[src/rtl/seg7_scan_capture.sv]
// Monitor for a multiplexed 7-segment display bus: recovers the digit shown on
// each scan position once the bus has dwelt on it for STABLE_CYCLES samples.
module seg7_scan_capture #(
    parameter int unsigned NUM_DIGITS     = 4,
    parameter int unsigned INVERT_INPUT   = 1,
    parameter int unsigned SEL_ACTIVE_LOW = 1,
    parameter int unsigned STABLE_CYCLES  = 4
) (
    input  logic                      clk,
    input  logic                      reset,
    input  logic [6:0]                seg_in,
    input  logic [NUM_DIGITS-1:0]     sel_in,
    output logic [4*NUM_DIGITS-1:0]   digits_out,
    output logic [NUM_DIGITS-1:0]     digit_valid,
    output logic [NUM_DIGITS-1:0]     digit_err,
    output logic                      changed,
    output logic                      sel_err
);

    localparam int unsigned DW         = 4 * NUM_DIGITS;
    localparam int unsigned CNT_W      = 8;
    localparam logic [CNT_W-1:0] CNT_TARGET = CNT_W'(STABLE_CYCLES);
    localparam logic [CNT_W-1:0] CNT_MAX    = {CNT_W{1'b1}};

    logic [6:0]            seg_n;
    logic [NUM_DIGITS-1:0] sel_n;
    logic                  sel_multi;
    logic                  sel_single;
    logic                  sel_q_multi;
    logic                  capture;
    logic [4:0]            dec;
    logic [3:0]            slot_val;
    logic                  slot_vld;
    logic                  slot_err;

    logic [6:0]            seg_q,      seg_d;
    logic [NUM_DIGITS-1:0] sel_q,      sel_d;
    logic [CNT_W-1:0]      cnt_q,      cnt_d;
    logic                  captured_q, captured_d;
    logic [DW-1:0]         digits_q,   digits_d;
    logic [NUM_DIGITS-1:0] valid_q,    valid_d;
    logic [NUM_DIGITS-1:0] err_q,      err_d;
    logic                  changed_q,  changed_d;
    logic                  sel_err_q,  sel_err_d;

    // Segment pattern (g..a) to {legal, digit}
    function automatic logic [4:0] seg_decode(input logic [6:0] s);
        case (s)
            7'h3F:   return {1'b1, 4'd0};
            7'h06:   return {1'b1, 4'd1};
            7'h5B:   return {1'b1, 4'd2};
            7'h4F:   return {1'b1, 4'd3};
            7'h66:   return {1'b1, 4'd4};
            7'h6D:   return {1'b1, 4'd5};
            7'h7D:   return {1'b1, 4'd6};
            7'h07:   return {1'b1, 4'd7};
            7'h7F:   return {1'b1, 4'd8};
            7'h6F:   return {1'b1, 4'd9};
            default: return 5'd0;
        endcase
    endfunction

    always_comb begin
        seg_n = (INVERT_INPUT != 0)   ? ~seg_in : seg_in;
        sel_n = (SEL_ACTIVE_LOW != 0) ? ~sel_in : sel_in;
    end

    assign sel_multi   = (sel_n & (sel_n - NUM_DIGITS'(1))) != '0;
    assign sel_single  = (|sel_n) & ~sel_multi;
    assign sel_q_multi = (sel_q & (sel_q - NUM_DIGITS'(1))) != '0;
    assign dec         = seg_decode(seg_n);

    // Dwell tracking against the previous sample, then one capture per dwell
    always_comb begin
        seg_d      = seg_n;
        sel_d      = sel_n;
        cnt_d      = cnt_q;
        captured_d = captured_q;
        digits_d   = digits_q;
        valid_d    = valid_q;
        err_d      = err_q;
        changed_d  = 1'b0;
        sel_err_d  = sel_q_multi;
        capture    = 1'b0;
        slot_val   = 4'd0;
        slot_vld   = 1'b0;
        slot_err   = 1'b0;

        if (!sel_single) begin
            cnt_d      = '0;
            captured_d = 1'b0;
        end else if ((seg_n != seg_q) || (sel_n != sel_q)) begin
            cnt_d      = CNT_W'(1);
            captured_d = 1'b0;
        end else if (cnt_q != CNT_MAX) begin
            cnt_d = cnt_q + CNT_W'(1);
        end

        if (sel_single && (cnt_d == CNT_TARGET) && !captured_d) begin
            capture    = 1'b1;
            captured_d = 1'b1;
        end

        for (int unsigned i = 0; i < NUM_DIGITS; i++) begin
            if (capture && sel_n[i]) begin
                slot_val = digits_q[4*i +: 4];
                slot_vld = 1'b0;
                slot_err = 1'b0;
                if (seg_n == 7'h00) begin
                    slot_val = 4'd0;
                end else if (dec[4]) begin
                    slot_val = dec[3:0];
                    slot_vld = 1'b1;
                end else begin
                    slot_err = 1'b1;
                end
                if ({slot_val, slot_vld, slot_err} !=
                    {digits_q[4*i +: 4], valid_q[i], err_q[i]}) begin
                    changed_d = 1'b1;
                end
                digits_d[4*i +: 4] = slot_val;
                valid_d[i]         = slot_vld;
                err_d[i]           = slot_err;
            end
        end
    end

    always_ff @(posedge clk) begin
        if (reset) begin
            seg_q      <= '0;
            sel_q      <= '0;
            cnt_q      <= '0;
            captured_q <= 1'b0;
            digits_q   <= '0;
            valid_q    <= '0;
            err_q      <= '0;
            changed_q  <= 1'b0;
            sel_err_q  <= 1'b0;
        end else begin
            seg_q      <= seg_d;
            sel_q      <= sel_d;
            cnt_q      <= cnt_d;
            captured_q <= captured_d;
            digits_q   <= digits_d;
            valid_q    <= valid_d;
            err_q      <= err_d;
            changed_q  <= changed_d;
            sel_err_q  <= sel_err_d;
        end
    end

    assign digits_out  = digits_q;
    assign digit_valid = valid_q;
    assign digit_err   = err_q;
    assign changed     = changed_q;
    assign sel_err     = sel_err_q;

endmodule

[config.mk]
export PLATFORM = sky130hd
export DESIGN_NAME = seg7_scan_capture
export DESIGN_NICKNAME = d
export VERILOG_FILES = /design/src/rtl/seg7_scan_capture.sv
export SDC_FILE = /design/constraint.sdc
export NUM_CORES = 1
export LEC_CHECK = 0
export ABC_AREA = 1
export CORE_UTILIZATION = 30
export CTS_CLUSTER_DIAMETER = 40
export DETAILED_ROUTE_END_ITERATION = 10
export GPL_TIMING_DRIVEN = 0
export HOLD_SLACK_MARGIN = 0.12
export SLEW_MARGIN = 20
export SYNTH_ARGS = -nofsm -noshare
export SYNTH_HDL_FRONTEND = slang
export SYNTH_SLANG_ARGS = --single-unit
[constraint.sdc]
create_clock -name clk -period 2.4 [get_ports clk]
set_input_delay 0.72 -clock clk [delete_from_list [all_inputs] [get_ports clk]]
set_output_delay 0.72 -clock clk [all_outputs]
set_load 0.005 [all_outputs]
==> results of run 1 <==
[metrics by stage]
stage               total power [W]  hold slack, ns  std cells  instance area, um2  setup WS (ns)
floorplan                  0.000945           0.468        451                2890         0.0663
global placement           0.000997           0.482        611                3360         -0.745
detailed placement          0.00100           0.483        611                3360         -0.734
CTS                         0.00161           0.498        622                3530        0.00680
global route                0.00169           0.530        632                3730        -0.0416
finish                      0.00162           0.496        632                3730          0.163
[metal layers]
metal / global-route usage / up-vias / share of wire
met5: 0 / - / 0
met4: 0.0491 / 0 / 0.011
met3: 0.0299 / 10 / 0.049
met2: 0.279 / 78 / 0.48
met1: 0.209 / 1393 / 0.46
li1: - / 1552 / -
[cell type report]
type / instances / area, um2 / area share
sequential: 46 / 926 / 0.248
tap: 129 / 161 / 0.0432
buffer: 15 / 125 / 0.0335
multi-input combinational: 330 / 1730 / 0.464
clock inverter: 1 / 30.0 / 0.00804
inverter: 60 / 233 / 0.0623
clock buffer: 6 / 82.6 / 0.0221
timing repair buffer: 45 / 442 / 0.118
[cell usage after synthesis, types with 8 or more instances]
master	n
a21oi_1	32
nand3b_1	8
inv_2	10
nor2_4	8
nand3_1	36
inv_1	50
dfxtp_1	46
nand2_1	109
o21ai_0	20
nor2_1	54
nand4_1	9
buf_2	8
o21ai_1	17
[timing repair]
item | in CTS | in global routing
setup endpoints to repair | 25 | 25
endpoints found under the hold margin | 0 | 0
gates cloned | 0 | 1
resized for setup | 16 | 53
hold buffers | 0 | 0
pin swaps | 3 | 20
setup buffers | 4 | 9
[where the power goes]
| group | internal [W] | switching [W] | leakage [nW] | total (W) |
|---|---|---|---|---|
| Sequential | 0.000774 | 0.00000901 | 0.375 | 0.000783 |
| Combinational | 0.0000854 | 0.000139 | 1.15 | 0.000224 |
| Clock | 0.000334 | 0.000275 | 0.0573 | 0.000609 |
| Total | 0.00119 | 0.000423 | 1.58 | 0.00162 |
[path summary, 6_finish.rpt]
path,startpoint,to,slack (ns),cells past startpoint
worst max register to register,cnt_q[1],digits_out[8],0.17,13
worst min register to register,digit_valid[3],digit_valid[3],0.50,2
worst max-delay path,seg_in[5],changed,0.16,16
worst min-delay path,digit_valid[3],digit_valid[3],0.50,2
[flip-flops by register name, summed over array words and instances (netlist names)]
name         flops
digits_out      16
cnt_q            8
seg_q            7
digit_err        4
digit_valid      4
sel_q            4
captured_q       1
changed          1
sel_err          1
[tightest hold or removal path, stage by stage, from the launching register on]
cell and delay (ns):
dfxtp_1 0.33, inv_1 0.07, a21oi_1 0.06
[kinds of logic (layout without fill, tap and decap cells)]
family	count (synthesis)	after routing	synth area share
AO/OA/AOI/OAI	78	78	0.148
XOR/XNOR	12	12	0.0363
flip-flops	46	46	0.318
buffers and inverters	75	127	0.105
adder cells (fa/ha/maj)	1	1	0.00432
AND/OR/NAND/NOR	239	239	0.388
==> results_dict.tcl, run 1 <==
set metrics [dict create \
    power.density_mw_per_mm2 433 \
    final_common_cell "nand2_1" \
    nets 517 \
    die-area_mm2 0.0100 \
    clk_pin_slew_ns 0.08 \
    die_x_um 100 \
    relSlewSlack 0.660 \
    ir_worst_vdd_v 0.000235 \
    startpoint_type "primary input" \
    clockBufferDepth 2 \
    setup.worst_path.class "in -> reg" \
    syn_area_mm2 0.00289 \
    grt_max_degree 14 \
    cts_tree "built" \
    syn-num-nets 465 \
    utilization 0.402 \
    hpwl_mm 5.79 \
    async_flop_share 0 \
    max_stage_delay_ns 0.18 \
    cts_made_buffers 5 \
    ios 39 \
    status "finished, final reports clean" \
    initial_core_util 0.312 \
    overflow 0 \
    synth_area_per_cell_um2 6.41 \
    synth_largest_area_cell "dfxtp_1" \
    synth_edf_count 0 \
    grt_pass1_vias 2820 \
    cp.required_ns 2.57 \
    finalSetupViolCount 0 \
    hold_viol 0 \
    antenna_found_initial 0 \
    crit_top_cell "nand2_1" \
    period_share 0.932 \
    cts.sinks 46 \
    antenna_left 0 \
    crit_path_end_kind "register" \
    cp.arrival_ns 2.41 \
    worstPathMaxFanout 8 \
    grt_pass1_wl_mm 13.2 \
    synth_flop_cell "dfxtp_1" \
    grt_use_total 0.163 \
    vias 3033 \
    skew_ns 0.0179 \
    syn_to_final_growth_pct 29.1 \
    drv_slew 0 \
    layout.cells.most_common_list "nand2_1, nor2_1, inv_1" \
    htreeDepth 2 \
    io_buffers 31 \
    layout-drive-gt1-share 0.187 \
    antenna_cells 0 \
    synth_warnings 0 \
    fillers 1017 \
    synth_area_leaders "dfxtp_1, nand2_1, nor2_1" \
    drv_cap 0 \
    core_area_mm2 0.00928 \
    setup_tns_ns 0 \
    wl_per_cell_um 12.5 \
    netlist_instances 451 \
    synth.top_cell.area_share 0.318 \
    viasPerCell 4.80 \
    crit_family "simple AND/OR/NAND/NOR gates" \
    total_leakage_power_nw 1.58 \
    hp-class "reg -> reg" \
    gp_congestion 0.894 \
    crit_chain "buf_2, inv_2, nor2_2, nand4_1, buf_4, nand3_4, buf_4, nand2_1, nand2_1, nand2_1, nor2_1, nand3_1, nand2_1, nand2_1, nor2_2, nor2_1" \
    timing.fmax_ghz 0.447 \
    yosysSeqAreaShare 0.318 \
    wirelength_mm 7.90 \
    worstMarginPinSlew_ns 0.510 \
    finalCriticalPeriod_ns 2.24 \
    drc_errors 0 \
    drtPass1Iterations 5 \
    ys_ff_latch 46 \
    root_buffer "clkbuf_8" \
    die_h_um 100 \
    clk_latency_ns 0.31 \
    dr.first_iter.drc_count 151 \
    row_count 35 \
    crit_buf_inv 4 \
    synth.lib_cells_used.distinct 33 \
    slowest_stage "nor2_2" \
]
Power figures use the tool's default switching activity.
==> run 2, diff against run 1 <==
==> constraint.sdc (replaced) <==
create_clock -name clk -period 2.5 [get_ports clk]
set_input_delay 0.75 -clock clk [delete_from_list [all_inputs] [get_ports clk]]
set_output_delay 0.75 -clock clk [all_outputs]
set_load 0.005 [all_outputs]
==> results_dict.tcl, run 2 (synthesis results as in run 1) <==
set metrics [dict create \
    status "finished, final reports clean" \
    skew_ns 0.0123 \
    worstMarginPinSlew_ns 0.511 \
    hold_viol 0 \
    p_seq_frac 0.489 \
    setup.worst_path.class "in -> reg" \
    wirelength_mm 7.77 \
    finalCriticalPeriod_ns 2.34 \
    total_leakage_power_nw 1.55 \
    period_share 0.937 \
    nets 515 \
    crit_chain "buf_2, inv_1, nand2_1, nor2_2, nand2_1, nand2_1, nor2_4, nand3_4, buf_6, nand2_1, nand3_1, nor2_1, nand3_1, nand2_1, nand2_1, nor2_2, nor2_1" \
    regToRegSetupSlack_ns 0.22 \
    htreeDepth 2 \
    ff2ff_path_depth 14 \
    power_switching_w 0.000402 \
    swShare 0.262 \
    clk_latency_ns 0.31 \
    root_buffer "clkbuf_8" \
    top_layer_used "met4" \
    grt_max_degree 14 \
    finalPower_w 0.00154 \
    row_count 35 \
    cts.sinks 46 \
    cp.arrival_ns 2.52 \
    slowest_stage "nor2_4" \
    clkPwrFrac 0.381 \
    vias 3019 \
    met3_length_um 389 \
    crit_family "simple AND/OR/NAND/NOR gates" \
    ios 39 \
    power.density_mw_per_mm2 425 \
    layout.cells.most_common_list "nand2_1, nor2_1, inv_1" \
    cp.required_ns 2.68 \
    setup_tns_ns 0 \
    wl_met2_mm 3.69 \
    grt_pass1_wl_mm 13.2 \
    die-area_mm2 0.0100 \
    antenna_found_initial 0 \
    timing.fmax_ghz 0.427 \
    wl_per_cell_um 12.3 \
    crit_buf_inv 3 \
    gp_congestion 0.894 \
    grt_pass1_vias 2820 \
    hpwl_mm 5.79 \
    r2r_end "changed" \
    layout-drive-gt1-share 0.160 \
    combPwrFrac 0.130 \
    core_area_mm2 0.00928 \
    drc_errors 0 \
    cts_made_buffers 5 \
    final_common_cell "nand2_1" \
    wirelength_met1_mm 3.59 \
    antenna_left 0 \
    startpoint_type "primary input" \
    crit_top_cell "nand2_1" \
    postCtsHoldBufs 0 \
    holdWs_ns 0.496 \
    hp-class "reg -> reg" \
    relSlewSlack 0.659 \
    worstPathMaxFanout 10 \
    die_x_um 100 \
    dr.first_iter.drc_count 126 \
    finalSetupViolCount 0 \
    ir_worst_vdd_v 0.000219 \
    drv_slew 0 \
    syn_to_final_growth_pct 25.2 \
    crit_path_end_kind "register" \
    io_buffers 31 \
    max_stage_delay_ns 0.19 \
    hold_depth 2 \
    clk_pin_slew_ns 0.10 \
    worstHoldStart "digit_valid[1]" \
    die_h_um 100 \
    largest_register_ffs 16 \
    dpl.cell_count 611 \
    cts_tree "built" \
    stdcell_area_mm2 0.00362 \
    p_int_w 0.00114 \
    r2r_start "cnt_q[1]" \
    final_cells 630 \
    drtPass1Iterations 4 \
    viasPerCell 4.79 \
    grt_use_total 0.163 \
    holdPathEnd "digit_valid[1]" \
    drv_cap 0 \
    initial_core_util 0.312 \
    clockBufferDepth 2 \
    antenna_cells 0 \
    overflow 0 \
    placed_area_mm2 0.00336 \
]
## run 2: how the worst max path moves through the flow
| stage | from | to | slack (ns) | cells after the start |
|---|---|---|---|---|
| final | seg_in[1] | changed | 0.16 | 17 |
| after floorplan | seg_in[6] | changed | 0.14 | 17 |
| after detailed placement | seg_in[3] | changed | -0.66 | 17 |
| after global placement | seg_in[3] | changed | -0.68 | 17 |
| after global routing | seg_in[6] | changed | -0.04 | 17 |
| after CTS | seg_in[3] | digits_out[13] | 0.02 | 12 |
## run 2: area by class of cell
| type | count | area, um2 |
|---|---|---|
| inverter | 60 | 230 |
| clock buffer | 6 | 82.6 |
| fill | 1029 | 5660 |
| multi-input combinational | 330 | 1700 |
| clock inverter | 1 | 30.0 |
| timing repair buffer | 43 | 400 |
| tap | 129 | 161 |
| sequential | 46 | 923 |
| buffer | 15 | 93.8 |
## run 2: power groups by stage
| stage | clock [W] | combinational, W | sequential (W) |
|---|---|---|---|
| 2_1_floorplan | 0 | 0.000139 | 0.000768 |
| 3_3_place_gp | 0 | 0.000188 | 0.000769 |
| 3_5_place_dp | 0 | 0.000190 | 0.000770 |
| 4_1_cts | 0.000597 | 0.000196 | 0.000752 |
| 5_1_grt | 0.000627 | 0.000227 | 0.000754 |
| 6_report | 0.000585 | 0.000200 | 0.000753 |
## run 2: tightest hold or removal path, cell delays in order, from the launching register on
cell and delay [ns]:
dfxtp_1 0.33, inv_1 0.07, a21oi_1 0.06
## run 2: metrics by stage
step                 util  worst slack (ns)
finish              0.390             0.157
CTS                 0.379            0.0189
global placement    0.362            -0.675
detailed placement  0.362            -0.664
floorplan               -             0.136
global route        0.390           -0.0422
## run 2: per-layer routing
| layer | vias to the layer above | GRT usage |
|---|---|---|
| met5 | - | 0 |
| met4 | 0 | 0.0491 |
| met3 | 11 | 0.0299 |
| met2 | 61 | 0.279 |
| met1 | 1394 | 0.209 |
| li1 | 1553 | - |
## run 2: repair_timing
item	CTS	global route
endpoints found under the setup margin	25	21
pin swaps	3	11
gates resized for setup	12	25
setup buffers	4	8
==> run 3, diff against run 2 <==
--- a/config.mk
+++ b/config.mk
@@ -6,6 +6,7 @@
 export NUM_CORES = 1
 export LEC_CHECK = 0
 export ABC_AREA = 1
+export CAP_MARGIN = 15
 export CORE_UTILIZATION = 30
 export CTS_CLUSTER_DIAMETER = 40
 export DETAILED_ROUTE_END_ITERATION = 10
==> constraint.sdc (replaced) <==
create_clock -name clk -period 2.8 [get_ports clk]
set_input_delay 0.84 -clock clk [delete_from_list [all_inputs] [get_ports clk]]
set_output_delay 0.84 -clock clk [all_outputs]
set_load 0.005 [all_outputs]
==> results_dict.tcl, run 3 (synthesis results as in run 1) <==
set metrics [dict create \
    status "finished, final reports clean" \
    grt_pass1_vias 2824 \
    grt_max_degree 14 \
    layout-drive-gt1-share 0.125 \
    io_buffers 31 \
    finalSetupViolCount 0 \
    antenna_cells 0 \
    layout.cells.most_common_list "nand2_1, nor2_1, inv_1" \
    hpwl_mm 5.79 \
    period_share 0.938 \
    clk_latency_ns 0.30 \
    ios 39 \
    dr.first_iter.drc_count 167 \
    hold_viol 0 \
    power.density_mw_per_mm2 385 \
    cp.arrival_ns 2.80 \
    worstMarginPinSlew_ns 0.510 \
    cts_made_buffers 5 \
    drc_errors 0 \
    startpoint_type "primary input" \
    crit_path_end_kind "register" \
    rsz0062_at_grt "true" \
    syn_to_final_growth_pct 23.0 \
    root_buffer "clkbuf_8" \
    drtPass1Iterations 4 \
    pre_cts_slack_ns -0.454 \
    crit_chain "dlygate4sd2_1, inv_1, nand2_1, nor2_1, nand2_1, nand2_1, nor2_4, nand2_4, inv_2, nand2_1, nand2_1, nor2_1, nor2_1, nand3_1, nand2_1, nand2_1, nor2_1, nor2_1" \
    utilization 0.383 \
    clk_pin_slew_ns 0.09 \
    drv_cap 0 \
    core_area_mm2 0.00928 \
    worstPathMaxFanout 8 \
    die_x_um 100 \
    wl_per_cell_um 12.3 \
    wirelength_mm 7.71 \
    final_common_cell "nand2_1" \
    clockBufferDepth 2 \
    antenna_left 0 \
    largest_register_ffs 16 \
    grt_use_total 0.163 \
    postCtsHoldBufs 0 \
    vias 2980 \
    grt_pass1_wl_mm 13.2 \
    setup_slack_ns 0.172 \
    clkPwrFrac 0.380 \
    setup.worst_path.class "in -> reg" \
    swShare 0.260 \
    htreeDepth 2 \
    p_int_w 0.00101 \
    die_h_um 100 \
    row_count 35 \
    initial_core_util 0.312 \
    drv_slew 0 \
    cp.required_ns 2.98 \
    overflow 0 \
    nets 510 \
    viasPerCell 4.77 \
    power_switching_w 0.000355 \
    timing.fmax_ghz 0.381 \
    max_stage_delay_ns 0.26 \
    ir_worst_vdd_v 0.000198 \
    cts_tree "built" \
    gp_congestion 0.894 \
    cts.sinks 46 \
    p_seq_frac 0.491 \
    antenna_found_initial 0 \
    total_leakage_power_nw 1.55 \
    skew_ns 0.00984 \
    combPwrFrac 0.129 \
    finalCriticalPeriod_ns 2.63 \
    hp-class "reg -> reg" \
    slowest_stage "dlygate4sd2_1" \
    relSlewSlack 0.660 \
    die-area_mm2 0.0100 \
    crit_top_cell "nand2_1" \
]
## run 3: cell count changes in the layout (fill, tap and decap cells not counted), sizes merged
cell	previous run	this run
dlymetal6s2s	0	3
buf	22	18
clkbuf	16	10
dlygate4sd2	0	2
## run 3: metal layers
layer,up-vias,wire (um),track usage
met5,-,0,0
met4,0,70,0.0491
met3,8,461,0.0299
met2,70,3670,0.279
met1,1364,3510,0.209
li1,1538,-,-
## run 3: power by group through the flow
stage / Combinational, W / Sequential [W] / Clock [W]
after floorplan: 0.000124 / 0.000686 / 0
after global placement: 0.000168 / 0.000687 / 0
after detailed placement: 0.000170 / 0.000687 / 0
after CTS: 0.000176 / 0.000672 / 0.000533
after global routing: 0.000200 / 0.000673 / 0.000560
final: 0.000176 / 0.000672 / 0.000520
## run 3: stage by stage
stage               area [um2]  hold slack, ns  TNS (ns)  power, W  instances
detailed placement        3360           0.483     -6.90  0.000857        611
finish                    3560           0.496         0   0.00137        625
global placement          3360           0.482     -6.34  0.000855        611
global route              3560           0.526    -0.120   0.00143        625
CTS                       3530           0.499         0   0.00138        622
floorplan                 2890           0.468         0  0.000810        451
## run 3: worst paths after layout
check / start / end / slack (ns) / depth (start not counted)
max reg2reg: cnt_q[1] / changed / 0.42 / 14
min reg2reg: digit_valid[2] / digit_valid[2] / 0.50 / 2
max: seg_in[3] / changed / 0.17 / 18
min: digit_valid[2] / digit_valid[2] / 0.50 / 2
## run 3: worst max-delay path: cells and delay by family
kind / cells / cell delay [ns]
buf+inv: 3 / 0.53
simple gates: 15 / 1.42
## run 3: area by class of cell
class	instances	area (um2)
plain buffers	15	87.6
repair buffers	38	368
flip-flops and latches	46	921
clock inverters	1	30.0
inverters	60	225
well taps	129	161
clock buffers	6	82.6
fillers	1031	5730
multi-input cells	330	1680
## run 3: repair_timing
item / 4_1_cts / 5_1_grt
pin swaps: 3 / 1
setup endpoints to repair: 6 / 25
resized for setup: 9 / 4
setup buffers: 4 / 3
